--- src/rtl/pipe_int_ctrl.sv ---
// pipe_int_ctrl: interrupt entry/return sequencer (drain, vector, ISR, return) for an in-order pipeline.
// Build option: define INT_EDGE_EN to qualify interrupt on its 0->1 edge instead of its level.
module pipe_int_ctrl #(
  parameter logic [7:0]  ISR_VECTOR   = 8'hF0,
  parameter int unsigned DRAIN_CYCLES = 3
) (
  input  logic       clk,
  input  logic       reset,
  input  logic       interrupt,
  input  logic [7:0] current_address,
  input  logic       reti,
  input  logic       hold,
  output logic       stall_fetch,
  output logic       bubble,
  output logic       pc_load,
  output logic [7:0] pc_next,
  output logic [7:0] epc,
  output logic       in_isr,
  output logic       int_ack
);

  typedef enum logic [2:0] {
    S_RUN    = 3'd0,
    S_DRAIN  = 3'd1,
    S_VECTOR = 3'd2,
    S_ISR    = 3'd3,
    S_RETURN = 3'd4
  } state_t;

  state_t     state, state_n;
  logic       pending;
  logic       settle;
  logic [2:0] cnt;
  logic       int_qual;
  logic       enter;
  logic       drain_done;

`ifdef INT_EDGE_EN
  logic int_prev;

  always_ff @(posedge clk or negedge reset) begin
    if (!reset) int_prev <= 1'b0;
    else        int_prev <= interrupt;
  end

  assign int_qual = interrupt & ~int_prev;
`else
  assign int_qual = interrupt;
`endif

  // settle covers the return slot, so the RUN cycle after RETURN always fetches from epc
  assign enter      = (state == S_RUN) && pending && !settle;
  assign drain_done = (state == S_DRAIN) && !hold && (cnt == 3'(DRAIN_CYCLES - 1));

  always_ff @(posedge clk or negedge reset) begin
    if (!reset) begin
      state   <= S_RUN;
      pending <= 1'b0;
      settle  <= 1'b0;
      cnt     <= '0;
      epc     <= '0;
    end else begin
      state   <= state_n;
      pending <= (pending && (state != S_VECTOR)) || int_qual;
      if (enter) begin
        epc <= current_address;
        cnt <= '0;
      end else if ((state == S_DRAIN) && !hold) begin
        cnt <= cnt + 3'd1;
      end
      if ((state == S_ISR) && reti)  settle <= 1'b1;
      else if (state == S_RETURN)    settle <= 1'b0;
    end
  end

  always_comb begin
    state_n     = state;
    stall_fetch = 1'b0;
    bubble      = 1'b0;
    pc_load     = 1'b0;
    pc_next     = '0;
    in_isr      = 1'b0;
    int_ack     = 1'b0;
    unique case (state)
      S_RUN: begin
        if (enter) state_n = S_DRAIN;
      end
      S_DRAIN: begin
        stall_fetch = 1'b1;
        bubble      = 1'b1;
        if (drain_done) state_n = S_VECTOR;
      end
      S_VECTOR: begin
        pc_load = 1'b1;
        pc_next = ISR_VECTOR;
        int_ack = 1'b1;
        state_n = S_ISR;
      end
      S_ISR: begin
        in_isr = 1'b1;
        if (reti) state_n = S_RETURN;
      end
      S_RETURN: begin
        pc_load = 1'b1;
        pc_next = epc;
        bubble  = 1'b1;
        state_n = S_RUN;
      end
      default: state_n = S_RUN;
    endcase
  end

endmodule

--- config.mk ---
export PLATFORM = sky130hd
export DESIGN_NAME = pipe_int_ctrl
export DESIGN_NICKNAME = d
export VERILOG_FILES = /design/src/rtl/pipe_int_ctrl.sv
export SDC_FILE = /design/constraint.sdc
export NUM_CORES = 1
export LEC_CHECK = 0
export CORE_MARGIN = 3
export CORE_UTILIZATION = 40
export CTS_CLUSTER_DIAMETER = 80
export DETAILED_ROUTE_END_ITERATION = 6
export GPL_TIMING_DRIVEN = 0
export PLACE_DENSITY = 0.74
export SETUP_SLACK_MARGIN = 0.15
export SLEW_MARGIN = 10
export SYNTH_ARGS = -nofsm -noshare
export SYNTH_HDL_FRONTEND = slang
export SYNTH_SLANG_ARGS = --single-unit
--- constraint.sdc ---
create_clock -name clk -period 2.4 [get_ports clk]
set_clock_uncertainty 0.05 [all_clocks]
set_input_delay 0.24 -clock clk [delete_from_list [all_inputs] [get_ports clk]]
set_output_delay 0.24 -clock clk [all_outputs]
set_load 0.02 [all_outputs]
==> results_tabular.tex, run 1 <==
\begin{tabular}{lr}
\hline
Metric & Value \\
\hline
\multicolumn{2}{l}{\textbf{Layout}} \\
Filler cell count & 165 \\
Area growth from synthesis to layout & 49.1\% \\
Final design utilization & 0.647 \\
Final-stage net count & 126 \\
Diode insertion count for antenna repair & 0 \\
Fraction of final layout cells sized beyond drive strength 1 & 0.200 \\
\multicolumn{2}{l}{\textbf{Power}} \\
Leakage & 0.674 nW \\
Fraction of power consumed by the clock network & 0.112 \\
Fraction of power spent switching nets & 0.393 \\
Switch Pwr & 0.642 mW \\
Power Internal & roughly 0.99 mW \\
Power density relative to cell area & around 1300 nW/um2 \\
Sequential cell fraction of total power & 0.301 \\
Peak VDD IR & 0.720 mV \\
Combinational group share of total power & 0.588 \\
\multicolumn{2}{l}{\textbf{Timing}} \\
Setup violators final & 0 \\
Post-route setup TNS & 0 ns \\
Max-slew violations & 0 \\
Peak clock frequency supported by timing & 462 MHz \\
Unrepaired setup endpoints after global routing & false \\
Final min period & 2.17 ns \\
Worst slew margin relative to its limit & 0.523 \\
Fin Hold WS & 0.311 ns \\
Final hold vios & 0 \\
Post-route clock period utilization & 0.902 \\
Actual transition at the worst max-transition pin & slightly above 0.7 ns \\
\multicolumn{2}{l}{\textbf{Logic synthesis}} \\
Register bit total from synthesis & 16 \\
Yosys top cell area share & 0.461 \\
Nets in the synthesized netlist & 86 \\
Synth Area in Compound Gates & 0.0793 \\
Adder-cell share of the synthesized area & 0.0288 \\
Warnings, synthesis & 0 \\
Most area-hungry cell type in the Yosys netlist & dfrtp\_1 \\
Dominant combinational cell family by area after synthesis & simple AND/OR/NAND/NOR gates \\
Number of instances in the synthesized netlist & 71 \\
Number of distinct standard cells referenced by the synthesized netlist & 26 \\
Post-synthesis sequential area ratio & 0.461 \\
Netlist area before placement & 868 um2 \\
Xor/xnor share of the synthesized area & 0.0101 \\
Multiplexer share of the synthesized area & 0.157 \\
Syn\_area\_per\_cell & approximately 12 um2 \\
Simple-gate share of the synthesized area & 0.206 \\
Cell types with the largest area share after synthesis & dfrtp\_1, mux2\_4, a21o\_1 \\
\multicolumn{2}{l}{\textbf{Critical path}} \\
Cell with the largest stage delay on the worst path & clkdlybuf4s50\_1 \\
Crit. path cell count & 4 \\
Cell family with the largest share of critical-path delay & buffers and inverters \\
R2r worst-path depth & 4 \\
Crit path buffers/inverters & 2 \\
Critical Setup Path Class & reg2out \\
Maximum net fanout on the critical path & 10 \\
Kind of end point of the critical path & output port \\
Cells along the critical path & buf\_6 -> nor2\_2 -> and3\_1 -> clkdlybuf4s50\_1 \\
Crit path required time & 2.11 ns \\
Crit path largest cell delay & 0.60 ns \\
Startpoint Class & flop \\
Data arrival, critical path & 1.88 ns \\
\multicolumn{2}{l}{\textbf{Place}} \\
Half-perimeter wire length after detailed placement & approximately 1400 um \\
Final weighted congestion in routability-driven placement & 0.686 \\
Number of I/O port buffers & 33 \\
\multicolumn{2}{l}{\textbf{Global route}} \\
Global-route usage over all layers & 0.152 \\
Antenna violations before repair & 0 \\
Total overflow reported by the global router & 0 \\
Vias in the first global route & 706 \\
Maximum number of pins on one net before global-route repair & 17 \\
First-pass GRT wire length & 3020 um \\
\multicolumn{2}{l}{\textbf{Drt}} \\
Number of DRC violations after detailed-routing iteration 0 & 6 \\
Average wire per standard cell & 14.0 um \\
Pre-Repair DR Iteration Count & 4 \\
DRT Wirelength & between 1500 and 2000 um \\
DRC viols & 0 \\
Mean number of vias per cell & $\sim$5 \\
Detailed-route via count & 683 \\
Antenna Nets Post-Route & 0 \\
\multicolumn{2}{l}{\textbf{Job}} \\
Max-cap violation count & 0 \\
\multicolumn{2}{l}{\textbf{Floorplan}} \\
Die Span X & approximately 53 um \\
Area inside the core boundary & 2000 um2 \\
Height of the die & 52.6 um \\
Placement row count & 16 \\
DIE AREA & approximately 2800 um2 \\
Io pins & 34 \\
Effective utilization at floorplan & 0.434 \\
\multicolumn{2}{l}{\textbf{Status}} \\
Outcome & complete, no violations \\
\multicolumn{2}{l}{\textbf{Clock tree}} \\
Worst-Skew Late Latency & 0.29 ns \\
Clock tree from TritonCTS & built \\
Clock transition at path regs & 0.10 ns \\
Number of sinks driven by the clock tree & 16 \\
Library cell used as clock root buffer & clkbuf\_4 \\
H-tree depth & 1 \\
Longest Clk Path Bufs & 2 \\
Number of buffers created by CTS & 3 \\
\multicolumn{2}{l}{\textbf{Min path}} \\
Class of the tightest hold or removal check & in2async \\
\hline
\end{tabular}
-- stage by stage --
| stage | setup slack (ns) | cell area [um2] | std cells | total power, mW |
|---|---|---|---|---|
| 2_1_floorplan | 0.703 | 868 | 71 | 1.07 |
| 3_3_place_gp | 0.289 | 1230 | 131 | 1.42 |
| 3_5_place_dp | 0.273 | 1230 | 131 | 1.46 |
| 4_1_cts | 0.167 | 1290 | 137 | 1.65 |
| 5_1_grt | 0.170 | 1290 | 137 | 1.72 |
| 6_report | 0.234 | 1290 | 137 | 1.63 |
-- sequential cells by signal (all words and copies together) (netlist names) --
register,flops
cnt,3
epc,8
pending,1
settle,1
state,3
-- worst register-to-register path, stage by stage (launching register included) --
cell,delay [ns]
dfrtp_1,0.44
buf_6,0.16
nor4_4,0.27
buf_6,0.22
mux2_4,0.32
-- Yosys cell counts --
cell type   n
nor2_1      6
mux2i_1     2
nor2b_1     2
and3_1      6
nor3b_2     1
nor4b_4     1
mux2_2      1
o21bai_1    1
nand2b_1    3
xnor2_1     1
dfrtp_1    16
mux2_4      7
buf_6       3
ha_1        2
a31oi_1     1
nor3b_1     1
o21a_1      1
nand2_1     1
buf_2       1
nor4_1      1
and2_1      2
nor4_4      1
inv_1       3
a21o_1      5
o21ai_0     1
a21oi_1     1
-- metal layers --
layer  part of all wire  up-vias  wire length [um]  track usage
li1                   -      323                 -            -
met1               0.43      334               832        0.181
met2               0.51       20               977        0.260
met3              0.033        6                64       0.0228
met4              0.022        0                43       0.0766
met5                  0        -                 0            0
-- power groups by stage --
stage                     logic (mW)  clock network, mW  registers (mW)
final                          0.960              0.182           0.491
after global routing            1.03              0.192           0.506
after CTS                      0.977              0.185           0.492
after detailed placement       0.960                  0           0.497
after global placement         0.936                  0           0.486
after floorplan                0.514                  0           0.560
-- final timing paths --
path                       slack [ns]    endpoint     start
setup reg to reg                 0.83      epc[0]  state[1]
setup / recovery                 0.23  pc_next[1]  state[1]
hold reg to reg                  0.46      settle    settle
max in group asynchronous        1.53      epc[4]     reset
min in group clk                 0.46      settle    settle
hold / removal                   0.31      epc[2]     reset
-- what timing repair did --
| action | in CTS | in global routing |
|---|---|---|
| setup buffers | 2 | 0 |
| hold buffers | 0 | 0 |
| setup endpoints to repair | 9 | 3 |
| gates resized for setup | 6 | 3 |
| pin swaps | 1 | 0 |
-- cell type report --
class                           instances  area, um2  share of cell area
Buffer                                  4       38.8              0.0300
Clock buffer                            4       36.3              0.0280
Inverter                                3       11.3             0.00870
Multi-Input combinational cell         48        427               0.329
Sequential cell                        16        400               0.309
Tap cell                               27       33.8              0.0261
Timing Repair Buffer                   35        348               0.269
-- kinds of logic after synthesis --
group                      count (synthesis)
adders and majority gates                  2
xor gates and xnor gates                   1
and+or+nand+nor                           25
DFF                                       16
buffers and inverters                      7
AOI/OAI and AO/OA                         10
muxes                                     10
-- layout by cell type (no fill, tap or decap) --
cell,Yosys,routed
mux2_2,1,1
nor2_2,0,1
clkdlybuf4s50_1,0,26
nor2b_1,2,2
clkbuf_4,0,3
xnor2_1,1,1
nor3b_4,0,1
nor3b_1,1,1
dlygate4sd2_1,0,4
a21oi_1,1,1
nand2_1,1,1
nor4_4,1,1
a21o_1,5,5
buf_6,3,3
o21a_1,1,1
nor4b_4,1,1
dlymetal6s2s_1,0,3
and2_1,2,2
clkbuf_8,0,1
o21bai_1,1,1
inv_1,3,3
a31oi_1,1,1
o21ai_0,1,1
dfrtp_1,16,16
buf_4,0,2
and3_1,6,6
nor4_1,1,1
buf_2,1,1
mux2i_1,2,2
nand2b_1,3,3
nor2_1,6,5
ha_1,2,2
mux2_4,7,7
No activity file was read; power rests on OpenSTA's default activity.
==> run 2: changes to the inputs <==
CTS_CLUSTER_SIZE = 20   (was unset)
==> results of run 2 <==
Same layout as run 1: the final DEF is identical, and so are final timing and power.
